File: src/rtl/nem_ohmux_seq.sv
// Sequenced one-hot inverting mux driving a NEM-relay select fabric with break-before-make control.
// Latency: new connection BREAK_CYC+MAKE_CYC cycles to LOCKED/DONE; off BREAK_CYC; no-op/reject 1 cycle.
// Backpressure: SEL_READY is high only in IDLE; requests made while busy are dropped, never queued.
//
// Ports:
//   CP, CDN          clock (rising edge) and asynchronous active-low reset
//   I                N_IN packed buses, bus k at I[k*WIDTH +: WIDTH]
//   SEL_IDX/SEL_OFF  requested bus index, or request to open every relay
//   SEL_VALID/READY  request handshake, accepted when both are high on a rising edge
//   S                registered relay drive, one-hot or all-zero
//   ZN               inverted selected bus, all ones while no relay is closed
//   LOCKED           a relay is closed and has settled
//   DONE/ERR         one-cycle completion / rejection pulses
module nem_ohmux_seq #(
    parameter int N_IN      = 4,
    parameter int WIDTH     = 8,
    parameter int BREAK_CYC = 2,
    parameter int MAKE_CYC  = 3,
    parameter int IDXW      = ($clog2(N_IN) > 1) ? $clog2(N_IN) : 1
) (
    input  logic                    CP,
    input  logic                    CDN,
    input  logic [N_IN*WIDTH-1:0]   I,
    input  logic [IDXW-1:0]         SEL_IDX,
    input  logic                    SEL_OFF,
    input  logic                    SEL_VALID,
    output logic                    SEL_READY,
    output logic [N_IN-1:0]         S,
    output logic [WIDTH-1:0]        ZN,
    output logic                    LOCKED,
    output logic                    DONE,
    output logic                    ERR
);

    // Shared BREAK/MAKE down-counter must hold the larger of the two reload values.
    localparam int CMAX = (BREAK_CYC > MAKE_CYC) ? BREAK_CYC : MAKE_CYC;
    localparam int CNTW = (CMAX > 1) ? $clog2(CMAX) : 1;

    localparam logic [CNTW-1:0] BRK_LOAD = CNTW'(BREAK_CYC - 1);
    localparam logic [CNTW-1:0] MK_LOAD  = CNTW'(MAKE_CYC - 1);

    // One extra bit so N_IN itself is representable when N_IN is a power of two.
    localparam logic [IDXW:0] N_IN_L = (IDXW + 1)'(N_IN);

    typedef enum logic [1:0] {
        IDLE  = 2'd0,
        BREAK = 2'd1,
        MAKE  = 2'd2
    } state_t;

    state_t            state;
    logic [CNTW-1:0]   cnt;
    logic [IDXW-1:0]   pend_idx;
    logic              pend_off;

    logic              idx_bad;
    logic [N_IN-1:0]   req_oh;
    logic [N_IN-1:0]   pend_oh;
    logic [WIDTH-1:0]  sel_or;

    assign SEL_READY = (state == IDLE);
    assign idx_bad   = ({1'b0, SEL_IDX} >= N_IN_L);
    assign req_oh    = N_IN'(1) << SEL_IDX;
    assign pend_oh   = N_IN'(1) << pend_idx;

    // AND-OR mux over the relay drive; an open fabric reads as all zeros, so ZN is all ones.
    always_comb begin
        sel_or = '0;
        for (int k = 0; k < N_IN; k++) begin
            sel_or = sel_or | ({WIDTH{S[k]}} & I[k*WIDTH +: WIDTH]);
        end
    end

    assign ZN = ~sel_or;

    always_ff @(posedge CP or negedge CDN) begin
        if (!CDN) begin
            state    <= IDLE;
            cnt      <= '0;
            pend_idx <= '0;
            pend_off <= 1'b0;
            S        <= '0;
            LOCKED   <= 1'b0;
            DONE     <= 1'b0;
            ERR      <= 1'b0;
        end else begin
            DONE <= 1'b0;
            ERR  <= 1'b0;
            case (state)
                IDLE: begin
                    if (SEL_VALID) begin
                        if (!SEL_OFF && idx_bad) begin
                            ERR <= 1'b1;
                        end else if (!SEL_OFF && LOCKED && (S == req_oh)) begin
                            // Already connected where asked: no need to cycle the relays.
                            DONE <= 1'b1;
                        end else if (SEL_OFF && (S == '0)) begin
                            DONE <= 1'b1;
                        end else begin
                            // Open everything first; the new relay only closes after BREAK.
                            S        <= '0;
                            LOCKED   <= 1'b0;
                            cnt      <= BRK_LOAD;
                            pend_idx <= SEL_IDX;
                            pend_off <= SEL_OFF;
                            state    <= BREAK;
                        end
                    end
                end
                BREAK: begin
                    if (cnt == '0) begin
                        if (pend_off) begin
                            DONE  <= 1'b1;
                            state <= IDLE;
                        end else begin
                            S     <= pend_oh;
                            cnt   <= MK_LOAD;
                            state <= MAKE;
                        end
                    end else begin
                        cnt <= cnt - 1'b1;
                    end
                end
                MAKE: begin
                    if (cnt == '0) begin
                        LOCKED <= 1'b1;
                        DONE   <= 1'b1;
                        state  <= IDLE;
                    end else begin
                        cnt <= cnt - 1'b1;
                    end
                end
                default: state <= IDLE;
            endcase
        end
    end

endmodule

File: config.mk
export PLATFORM = sky130hd
export DESIGN_NAME = nem_ohmux_seq
export DESIGN_NICKNAME = d
export VERILOG_FILES = /design/src/rtl/nem_ohmux_seq.sv
export SDC_FILE = /design/constraint.sdc
export NUM_CORES = 1
export LEC_CHECK = 0
export CAP_MARGIN = 10
export CELL_PAD_IN_SITES_DETAIL_PLACEMENT = 1
export CELL_PAD_IN_SITES_GLOBAL_PLACEMENT = 2
export CORE_MARGIN = 5
export CORE_UTILIZATION = 23
export CTS_BUF_LIST = sky130_fd_sc_hd__clkbuf_8
export DETAILED_ROUTE_END_ITERATION = 6
export PLACE_DENSITY = 0.84
export SETUP_SLACK_MARGIN = 0.4
export SLEW_MARGIN = 30
export SYNTH_ARGS = -nofsm -noshare
export SYNTH_HDL_FRONTEND = slang
export SYNTH_SLANG_ARGS = --single-unit
export TNS_END_PERCENT = 1
File: constraint.sdc
create_clock -name CP -period 2.4 [get_ports CP]
set_clock_uncertainty 0.2 [all_clocks]
set_input_delay 0.6 -clock CP [delete_from_list [all_inputs] [get_ports CP]]
set_output_delay 0.6 -clock CP [all_outputs]
set_load 0.1 [all_outputs]
---- After elaboration in Yosys (flattened, before gate mapping) ----
Cells that the tools add are included.
word-level totals
  input port bits ......................... 38
  word-level logic and storage cells ...... 75
  bits in registers ....................... 13
  output and inout port bits .............. 16
cells by class
  shift operators ......................... 2
  bitwise logic cells ..................... 10
  equality and inequality tests ........... 11
  multiplexer cells ....................... 29
  reductions and logical operators ........ 15
  add/subtract/negate cells ............... 1
operators with widths
  cell                 count
  $and 8x8->8          4
  $or 8x8->8           3
  $mux 4               5
  $mux 2               9
  $ne 2x2->1 const B   7
  $pmux 2 s3           2
  $reduce_and 6->1     2
  $mux 1               10
  $reduce_and 5->1     2
  $not 8->8            1
  $pmux 4 s2           1
  $shl 1x2->4 const A  2
  $eq 4x4->1           1
  $logic_not 2->1      2
  $logic_not 4->1      1
  $reduce_and 4->1     1
  $reduce_bool 2->1    2
  $logic_and 1x1->1    3
  $ne 3x3->1 const B   1
  $pmux 1 s3           1
  $reduce_bool 3->1    1
  $eq 2x1->1 const B   1
  $eq 2x2->1 const B   1
  $not 1->1            2
  3 further kinds      3

---- Depth between registers and ports, before layout ----
  depth after elaboration ................. 6
  gate-level depth with buffers ........... 6
  mapped depth without buffers ............ 6

---- Least setup slack after synthesis ----
No wires, ideal clock.
  kind .................................... register to output
  start point ............................. register S[0]
  end point ............................... output ZN[6]
  path buffers ............................ 1
  arrival ................................. 3556 ps
  stages on the path, launching flop included .. 4
  slack ................................... -1956 ps
  data required time ...................... 1600 ps
  cell sequence ........................... dfrtp_1 > buf_4 > a22o_1 > a221oi_1
on the way
  cells in the longest elaborated chain, start to end .. 5
RTL lines
  element                  line  source
  from (decl)              28    output logic [N_IN-1:0] S,
  from (signal assigned)   116   S <= pend_oh;
  $and 8x8->8              70    sel_or = sel_or | ({WIDTH{S[k]}} & I[k*WIDTH +: WIDTH]);
  $or 8x8->8 (3 in a row)  70
  $not 8->8                74    assign ZN = ~sel_or;
  to (decl)                29    output logic [WIDTH-1:0] ZN,
No other way between the ends.

---- Final worst setup path ----
  start point ............................. input I[0]
  end point ............................... output ZN[0]
on the way
  cells in the longest elaborated chain, start to end .. 5
RTL lines
  element                  line  source
  from (decl)              23    input logic [N_IN*WIDTH-1:0] I,
  $and 8x8->8              70
  $or 8x8->8 (3 in a row)  70
  $not 8->8                74
No other way between the ends.

==> qor.csv <==
metric,value,unit
status,completed,
GRT Overall Usage,0.136,
max_cap viols,0,
CTS clock-pin slew for the worst setup and hold paths,60,ps
# nets final,214,
CP Max Fanout,1,
final worst path period share,0.965,
reg2reg path depth,7,
Synth top area share,0.307,
Syn. warnings,0,
Cell variety after synth,36,
first-pass GRT wire length,6700,um
"Hold Vio Cnt, Final",0,
clock sinks,13,
chip height,77.9,um
largest net degree at the start of global routing,15,
Place WS,-317,ps
Area Growth Syn to Fin,95.3,%
DRC,0,
share of cells above drive strength 1,0.349,
Root Buffer,clkbuf_8,
hold_sp,pend_off$_DFFE_PN0P_,
ys async rst share,1.00,
ranking of synthesized cells by area,"dfrtp_1 31%, a221oi_1 7.4%, a22o_1 7.4%",
fin. max-slew vios,0,
Worst EP arrival,1520,ps
CP required,1600,ps
average wire per cell in the routed design,18.4,um
Post-synth EDFFs,0,
worst reg2reg startpoint,S[1]$_DFFE_PN0P_,
fmax,432,MHz
top cell type by total area after synthesis,dfrtp_1,
antenna cells,0,
top-count cell post-synth,dfrtp_1,
register bit total from synthesis,13,
Startpoint Class,primary input,
Post-Route WL,4060,um
DIE AREA,6070,um^2
Synth Net Count,147,
cts hold-fix bufs,0,
DR pass1 iterations,4,
Critical R2R Capture,S[0]$_DFFE_PN0P_,
DP HPWL,3100,um
Rows,24,
setup TNS,0,ps
predominant post-synthesis flop cell,dfrtp_1,
Mapped Avg Cell Area,10.3,um^2
hold path cells,1,
total CTS buffers,3,
worst slew pin tran,622,ps
Worst setup EP type,primary output,
vias in the first global route,1353,
core box area,4410,um^2
Final Critical Period,2320,ps
IO Count,54,
Reg2Reg Setup Slack,140,ps
die width,77.9,um
clk buf depth,2,
Hold Path Class,reg2reg,
fillcell total,472,
Placer Congestion,0.813,
initial antenna violation count,0,
register area share after synthesis,0.307,
Slew Limit Headroom,0.584,
Clock Latency Late Sink,250,ps
Setup WS post-layout,83.1,ps
port bufs,52,
critical path class,in2out,
post-route ant nets,0,
Worst Hold Path EP,pend_off$_DFFE_PN0P_,
Initial Utilization,0.240,
total grt overflow,0,
most common library cells after synthesis,"13 x dfrtp_1, 9 x a221oi_1, 9 x a22o_1",
CTS tree,done,
synthesized area,1060,um^2
initial DRC count,47,
final setup violating endpoints,0,
Post-Synthesis Cells,103,
RSZ-0062 raised after global routing,yes,
number of H-tree levels,1,
total number of vias,1159,
routed vias/inst,5.24,
sequential cells by signal, indices dropped and copies added, names as in the netlist:
signal    cells
S             4
cnt           2
pend_idx      2
state         2
DONE          1
LOCKED        1
pend_off      1
how the worst max path moves through the flow:
stage	to	cells after the start	slack, ps	startpoint
3_3_place_gp	S[0]$_DFFE_PN0P_	7	-230	SEL_IDX[1]
3_5_place_dp	S[0]$_DFFE_PN0P_	7	-320	SEL_IDX[1]
6_report	ZN[0]	4	80	I[0]
5_1_grt	ZN[3]	3	20	S[0]$_DFFE_PN0P_
2_1_floorplan	ZN[6]	3	-270	S[3]$_DFFE_PN0P_
4_1_cts	ZN[4]	3	80	S[0]$_DFFE_PN0P_
per-layer routing:
metal	vias up	wire, um	track usage
met4	0	56	0.0355
met2	56	2030	0.250
met5	-	0	0
met1	557	1560	0.139
li1	540	-	-
met3	6	416	0.0613
critical path, stage by stage:
cell,delay (ps)
dlygate4sd2_1,240
a22o_1,230
a221oi_4,230
buf_12,210
repair_timing:
action                     4_1_cts  5_1_grt
buffers inserted                 6        0
resized for setup               40        1
setup endpoints to repair       23       23
pin swaps                       18        0
placed cells by master, fill, tap and decap left out, drive strengths merged, types with 4 or more instances in the layout:
cell          n
ha            6
mux2          4
a221oi        9
o2bb2ai       7
o211ai        4
nand2         4
buf          31
a22o          9
dlygate4sd2  33
dfrtp        13
inv           9
per-stage QoR:
stage | cell area, um^2 | utilization | hold WS (ps) | cells
finish | 2070 | 0.469 | 364 | 221
global route | 2070 | 0.469 | 371 | 221
CTS | 2060 | 0.467 | 362 | 221
detailed placement | 1980 | 0.448 | 346 | 211
global placement | 1980 | 0.448 | 331 | 211
floorplan | 1240 | - | 104 | 103
layout make-up:
type                            instances  area (um^2)  area share
Timing Repair Buffer                   68          737       0.356
Multi-Input combinational cell         76          857       0.414
Inverter                                8         30.0      0.0145
Clock buffer                            3         41.3      0.0199
Sequential cell                        13          338       0.163
Tap cell                               52         65.1      0.0314
Clock inverter                          1         3.75     0.00181
kinds of logic after synthesis:
group / Yosys count / share of synthesized area
compound gates: 40 / 0.342
simple gates: 23 / 0.152
buf+inv: 14 / 0.0601
flops: 13 / 0.307
mux: 6 / 0.0649
fa+ha+maj: 6 / 0.0708
other cells: 1 / 0.00353
Power is left out: the tool's default activity adds up to more than one toggle a clock period on the data nets, which glitch-free logic cannot reach.
